### src/rtl/hazard_stall_ctrl.sv
// hazard_stall_ctrl: ID-stage hazard and stall controller.
// Inserts a single bubble on load-use, flushes IF/ID for BR_FLUSH_CYCLES after a
// taken branch, and freezes the pipe while data memory is busy, aborting the wait
// after MEM_TIMEOUT cycles. Counts every cycle in which the PC is held.
//
//   state    | meaning
//   ---------+---------------------------------------------------------------
//   RUN      | normal flow; branch flush and load-use bubbles handled in place
//   FLUSH    | remaining post-branch flush cycles, counted down in flush_cnt
//   MEM_WAIT | pipe frozen on data memory; returns to ret_state when released
module hazard_stall_ctrl #(
    parameter int BR_FLUSH_CYCLES = 1,
    parameter int MEM_TIMEOUT     = 15,
    parameter int CNT_W           = 16
) (
    input  logic             clk,
    input  logic             reset,
    input  logic [3:0]       id_rn,
    input  logic [3:0]       id_rm,
    input  logic [3:0]       id_rd,
    input  logic             id_use_rn,
    input  logic             id_use_rm,
    input  logic             id_use_rd,
    input  logic [3:0]       ex_rd,
    input  logic             ex_load,
    input  logic             ex_rf,
    input  logic             br_taken,
    input  logic             mem_req,
    input  logic             mem_ready,
    output logic             nop_sel,
    output logic             pc_en,
    output logic             ifid_en,
    output logic             ifid_flush,
    output logic             pipe_freeze,
    output logic             mem_timeout,
    output logic [CNT_W-1:0] stall_count
);

    typedef enum logic [1:0] {RUN, FLUSH, MEM_WAIT} state_t;

    state_t     state, state_nxt;
    state_t     ret_state, ret_nxt;
    logic [2:0] flush_cnt, flush_nxt;
    logic [7:0] wait_cnt, wait_nxt;
    logic       timeout_set;
    logic       lu;
    logic       mem_stall;

    // Load-use: EX load writes a register that the ID instruction actually reads.
    assign lu = ex_load & ex_rf &
                ((id_use_rn & (id_rn == ex_rd)) |
                 (id_use_rm & (id_rm == ex_rd)) |
                 (id_use_rd & (id_rd == ex_rd)));

    // An access completing in the same cycle it is requested never stalls.
    assign mem_stall = mem_req & ~mem_ready;

    // Same-cycle hazard response and next-state selection.
    always_comb begin
        nop_sel     = 1'b0;
        pc_en       = 1'b1;
        ifid_en     = 1'b1;
        ifid_flush  = 1'b0;
        pipe_freeze = 1'b0;
        state_nxt   = state;
        ret_nxt     = ret_state;
        flush_nxt   = flush_cnt;
        wait_nxt    = wait_cnt;
        timeout_set = 1'b0;
        case (state)
            RUN: begin
                if (mem_stall) begin
                    pipe_freeze = 1'b1;
                    pc_en       = 1'b0;
                    ifid_en     = 1'b0;
                    state_nxt   = MEM_WAIT;
                    ret_nxt     = RUN;
                    wait_nxt    = 8'd1;
                end else if (br_taken) begin
                    // Branch beats load-use: the ID instruction is squashed anyway.
                    ifid_flush = 1'b1;
                    nop_sel    = 1'b1;
                    if (BR_FLUSH_CYCLES > 1) begin
                        state_nxt = FLUSH;
                        flush_nxt = 3'(BR_FLUSH_CYCLES - 1);
                    end
                end else if (lu) begin
                    nop_sel = 1'b1;
                    pc_en   = 1'b0;
                    ifid_en = 1'b0;
                end
            end
            FLUSH: begin
                if (mem_stall) begin
                    // flush_cnt is held so the flush resumes after the wait.
                    pipe_freeze = 1'b1;
                    pc_en       = 1'b0;
                    ifid_en     = 1'b0;
                    state_nxt   = MEM_WAIT;
                    ret_nxt     = FLUSH;
                    wait_nxt    = 8'd1;
                end else begin
                    ifid_flush = 1'b1;
                    nop_sel    = 1'b1;
                    if (flush_cnt <= 3'd1) begin
                        state_nxt = RUN;
                        flush_nxt = 3'd0;
                    end else begin
                        flush_nxt = flush_cnt - 3'd1;
                    end
                end
            end
            MEM_WAIT: begin
                if (mem_ready) begin
                    state_nxt = ret_state;
                    wait_nxt  = 8'd0;
                end else if (wait_cnt == 8'(MEM_TIMEOUT)) begin
                    timeout_set = 1'b1;
                    state_nxt   = ret_state;
                    wait_nxt    = 8'd0;
                end else begin
                    pipe_freeze = 1'b1;
                    pc_en       = 1'b0;
                    ifid_en     = 1'b0;
                    wait_nxt    = wait_cnt + 8'd1;
                end
            end
            default: begin
                state_nxt = RUN;
            end
        endcase
        if (reset) begin
            nop_sel     = 1'b1;
            pc_en       = 1'b0;
            ifid_en     = 1'b0;
            ifid_flush  = 1'b1;
            pipe_freeze = 1'b0;
        end
    end

    // State, counters and sticky timeout flag.
    always_ff @(posedge clk or posedge reset) begin
        if (reset) begin
            state       <= RUN;
            ret_state   <= RUN;
            flush_cnt   <= 3'd0;
            wait_cnt    <= 8'd0;
            mem_timeout <= 1'b0;
        end else begin
            state     <= state_nxt;
            ret_state <= ret_nxt;
            flush_cnt <= flush_nxt;
            wait_cnt  <= wait_nxt;
            if (timeout_set) begin
                mem_timeout <= 1'b1;
            end
        end
    end

    // Saturating count of cycles with the PC held.
    always_ff @(posedge clk or posedge reset) begin
        if (reset) begin
            stall_count <= '0;
        end else if (!pc_en && (stall_count != {CNT_W{1'b1}})) begin
            stall_count <= stall_count + 1'b1;
        end
    end

endmodule

### config.mk
export PLATFORM = sky130hd
export DESIGN_NAME = hazard_stall_ctrl
export DESIGN_NICKNAME = d
export VERILOG_FILES = /design/src/rtl/hazard_stall_ctrl.sv
export SDC_FILE = /design/constraint.sdc
export NUM_CORES = 1
export LEC_CHECK = 0
export BUFFER_PORTS_ARGS = -buffer_cell sky130_fd_sc_hd__buf_2
export CAP_MARGIN = 20
export CORE_MARGIN = 10
export CORE_UTILIZATION = 33
export DETAILED_ROUTE_END_ITERATION = 8
export GPL_TIMING_DRIVEN = 0
export HOLD_SLACK_MARGIN = 0.05
export MAX_ROUTING_LAYER = met4
export SYNTH_ARGS = -nofsm -noshare
export SYNTH_HDL_FRONTEND = slang
export SYNTH_SLANG_ARGS = --single-unit
export TNS_END_PERCENT = 20
### constraint.sdc
create_clock -name clk -period 2.2 [get_ports clk]
set_input_delay 0.44 -clock clk [delete_from_list [all_inputs] [get_ports clk]]
set_output_delay 0.44 -clock clk [all_outputs]
set_load 0.05 [all_outputs]
# Word level (Yosys, flattened, before mapping)
# Cells that the tools add are included.
[totals]
inputBits = 26
mem_bits_ro = 0
latchBits = 0
out_inout_bits = 22
word_cells = 80
mem_count = 0
ramBits = 0
ff_bits = 32
[op_classes]
n_addsub = 3
n_mul = 0
n_reduce_logical = 10
div_mod_pow = 0
shift = 0
muxes = 38
n_eq_ne = 12
order_cmp = 1
bitwise = 10
[ops]
columns = ["operator", "count"]
rows = [
  ["2-to-1 mux 8 bit", 3],
  ["2-to-1 mux 1 bit", 20],
  ["adder 16 x 1 -> 16 bit, second input constant", 1],
  ["inequality test 16 bit, second input constant", 1],
  ["one-hot mux 8 bit (2 select lines)", 1],
  ["2-to-1 mux 2 bit", 7],
  ["equality test 4 bit", 3],
  ["adder 8 x 1 -> 8 bit, second input constant", 1],
  ["equality test 8 x 4 -> 1 bit, second input constant", 1],
  ["AND 1 bit", 6],
  ["inequality test 3 bit, second input constant", 2],
  ["one-hot mux 1 bit (2 select lines)", 3],
  ["one-hot mux 2 bit (3 select lines)", 1],
  ["AND reduction 3 bit", 2],
  ["inequality test 2 bit, second input constant", 2],
  ["one-hot mux 2 bit (2 select lines)", 1],
  ["AND reduction 2 bit", 2],
  ["nonzero test 2 bit", 2],
  ["<= comparator 3 x 1 -> 1 bit, second input constant", 1],
  ["2-to-1 mux 3 bit", 1],
  ["one-hot mux 1 bit (3 select lines)", 1],
  ["subtractor 3 x 1 -> 3 bit, second input constant", 1],
  ["equality test 2 x 1 -> 1 bit, second input constant", 1],
  ["equality test 2 bit, second input constant", 1],
  ["other kinds (7)", 9],
]

# Logic depth before layout (Yosys ltp)
[depth]
depth_word = 12
ltp_mapped = 9

# Least setup slack after synthesis
# Ideal clock, no wire load.
[synth_path]
path_type = "reg2out"
startpoint = "register wait_cnt[5]"
endpoint = "output port pc_en"
path_stages_with_launch = 8
arrival_time_ps = 2168
path_slack_ps = -408
path_buffers = 1
cell_sequence = "dfrtp_1 > or3_4 > o31ai_4 > nand2_4 > a211oi_2 > a21oi_1 > inv_1 > buf_4"
[synth_via]
elab_chain_cells = 5
[synth_rtl]
columns = ["element", "line_no", "rtl"]
rows = [
  ["start, declared", "44", "logic [7:0] wait_cnt, wait_nxt;"],
  ["start signal, assigned", "153", "wait_cnt <= wait_nxt;"],
  ["equality test 8 x 4 -> 1 bit", "117", "end else if (wait_cnt == 8'(MEM_TIMEOUT)) begin"],
  ["2-to-1 mux 1 bit (2 in series)", "--", ""],
  ["one-hot mux 1 bit (3 select lines)", "--", ""],
  ["2-to-1 mux 1 bit", "--", ""],
  ["end, declared", "31", "output logic pc_en,"],
]
# Every way passes these cells.

# Worst setup path after layout
[layout_path]
startpoint = "register wait_cnt[6]"
endpoint = "output port pc_en"
[layout_via]
elab_chain_cells = 5
[layout_rtl]
columns = ["element", "line_no", "rtl"]
rows = [
  ["equality test 8 x 4 -> 1 bit", "117", ""],
  ["2-to-1 mux 1 bit", "117", ""],
  ["2-to-1 mux 1 bit", "114", "if (mem_ready) begin"],
  ["one-hot mux 1 bit (3 select lines)", "70", "case (state)"],
  ["2-to-1 mux 1 bit", "132", "if (reset) begin"],
]
# Every way passes these cells.

==> results.cfg <==
[power_and_ir_drop]
p_sw_uw = 780.2
leakage_uw = 0.001183
ir_drop_mv = 0.8287
power.share.clock = 0.247
pwr-share-seq = 0.371
p_sw_frac = 0.3906
p_int_uw = 1217
p_comb_frac = 0.382
p_per_area_nw_per_um2 = 805.4
power_uw = 1997

[synth]
synthesis.nets = 215
synth.area.top_cells = dfrtp_1 43%, xnor2_1 7.7%, xor2_1 4.8%
syn_avg_cell_area_sq_um = 9.820
synth_area_leader_cell = dfrtp_1
synth.most_common_cell = dfrtp_1
yosysWarnings = 0
ys_seq_elements = 31
synth_edf_count = 0
ys_seq_area_frac = 0.4270
syn_inst = 185
mappedNetlistArea_sq_um = 1817
synth_top_area_frac = 0.4270
async_reset_ff_frac = 1.000
synth.distinct_cells = 40
ys.flop_type = dfrtp_1
synth_top_cells_by_count = 31 x dfrtp_1, 21 x nand2_1, 16 x xnor2_1

[floorplan]
initial_core_util = 0.3469
die_h_microns = 94.20
ios = 48
std_cell_rows = 26
core_sq_um = 5238
die_area_sq_um = 8873
die_w_microns = 94.20

[layout]
post-route-util = 0.4735
final_cells = 326
drive_above_1_share = 0.3867
layout.nets = 285
fillers = 522
antenna_cells = 0
area_growth_pct = 36.50
multiInputGateArea_sq_um = 1032
seqCellArea_sq_um = 777.0

[worst_setup_path]
reg2reg_depth = 9
r2r-start = wait_cnt[6]
crit_family = compound AO/OA/AOI/OAI gates
crit_chain = or3_4, o31ai_4, nand2_4, a211oi_4, a21oi_2, inv_2, buf_6, buf_8
crit_slowest_cell = or3_4
crit_path_max_incr_delay_ps = 420
reg2reg_to = stall_count[14]
rrSetupSlack_ps = -20
path_class = reg2out
crit_buf_inv = 3
cp.arrival_ps = 2010
cp-end-kind = output port
crit_path_start = wait_cnt[6]
cp-start-kind = flop
cp_data_required_time_ps = 1760
crit_fanout = 3

[timing]
period_share = 1.114
setup_ws_ps = -250.2
slew_headroom = 0.6658
fin_worst_skew_ps = 4.885
fmax_ghz = 0.4081
tightest_slew_ps = 500.5
setup_tns_ps = -632.9
grt_setup_unrepaired = yes
drv_slew = 0
hold_viol_final = 0
period_needed_ps = 2450
finalSetupViolCount = 6

[detailed_routing]
drc = 0
drtIter0Drc = 52
wl_per_cell_microns = 13.94
viasPerCell = 4.850
ant_nets = 0
finalWirelength_microns = 4543
dr_total_vias = 1581
dr.pass1.iters = 4

[clock_tree]
clk_pin_slew_ps = 70
cts_tree = done
cts_max_path_buffers = 2
cts_inserted_buffers = 5
cts.htree.levels = 2
ctsHoldBuffers = 0
worstSkewPairLatency_ps = 280
cts_sinks = 31
cts-root-buf = clkbuf_8

[placement]
gp_congestion = 0.7939
dp_slack_ps = -404.0
port_buffers = 47
dp.cells = 303
dp.final_hpwl_microns = 3339

[outcome]
status = finished with violations
violations = setup timing

[global_routing]
grt_usage = 0.1095
grt_pass1_vias = 1624
grt_first_pass_wirelength_microns = 7638
antenna_found_initial = 0
grt_start_max_net_pins = 25
grt.overflow.total = 0

[worst_hold_path]
min_path_type = in2async

[flow_run]
max-cap-violations = 0
==> kinds of logic (layout without fill, tap and decap cells) <==
| kind of cell | count (synthesis) | in the layout | share of synthesized area |
|---|---|---|---|
| flip-flops | 31 | 31 | 0.4270 |
| XOR/XNOR | 26 | 26 | 0.1253 |
| AO/OA/AOI/OAI | 30 | 30 | 0.1219 |
| multiplexers | 5 | 5 | 0.03030 |
| adder cells (fa/ha/maj) | 4 | 4 | 0.02755 |
| buffers and inverters | 14 | 85 | 0.04339 |
| AND/OR/NAND/NOR | 75 | 75 | 0.2245 |
==> flip-flops by register name, indices dropped and copies added, names as in the netlist <==
signal / cells
stall_count: 16
state: 2
wait_cnt: 8
ret_state: 1
mem_timeout: 1
flush_cnt: 3
==> area by class of cell <==
class                   instances  share of cell area
multi-input cells             140              0.4162
flip-flops and latches         31              0.3133
repair buffers                 64              0.1630
clock buffers                   8             0.04036
well taps                      70             0.03532
plain buffers                   5             0.01968
inverters                       8             0.01211
==> metal layers <==
metal,GRT usage,routed length (microns),up-vias
li1,-,-,795
met1,0.1313,2074,754
met2,0.1716,2229,25
met3,0.03118,168,7
met4,0.03671,70,0
met5,-,0,-
==> worst max-delay path by stage <==
stage                 endpoint  cells past startpoint
floorplan                pc_en                      7
global placement    ifid_flush                      4
detailed placement       pc_en                      8
CTS                      pc_en                      8
global route             pc_en                      8
finish                   pc_en                      8
==> layout by cell type, fill, tap and decap left out, drive strengths merged <==
cell,Yosys,final
inv,8,8
o22a,1,1
a21o,4,4
nand3,6,6
nor3b,2,2
or3,1,1
a21oi,5,5
mux2,4,4
o21ai,11,11
o211ai,1,1
o21a,1,1
dfrtp,31,31
a211oi,2,2
xnor2,16,16
nand2,22,22
clkbuf,2,9
nor2,11,11
buf,4,68
nor2b,1,1
a22o,1,1
xor2,10,10
nand2b,2,2
and3,8,8
a32o,1,1
a31oi,1,1
nor3,4,4
o311ai,1,1
nand4,10,10
ha,4,4
and2,3,3
or4b,1,1
nor4,4,4
mux2i,1,1
o31ai,1,1
==> what timing repair did <==
| action | 4_1_cts | 5_1_grt |
|---|---|---|
| buffers inserted | 7 | 8 |
| cloned | 0 | 1 |
| gates resized for setup | 15 | 7 |
| endpoints found under the setup margin | 17 | 21 |
| pin swaps | 4 | 4 |
==> stage by stage <==
step           hold WS [ps]  area, sq um
2_1_floorplan         451.6         1822
3_3_place_gp          438.8         2145
3_5_place_dp          442.4         2172
4_1_cts               223.0         2380
5_1_grt               258.5         2480
6_report              218.8         2480
==> power by group through the flow <==
stage	Sequential (uW)	Combinational, uW	Clock [uW]
floorplan	954	287	0
global placement	741	671	0
detailed placement	741	684	0
CTS	735	724	506
global route	756	824	524
finish	741	763	493
No activity file was read; power rests on OpenSTA's default activity.
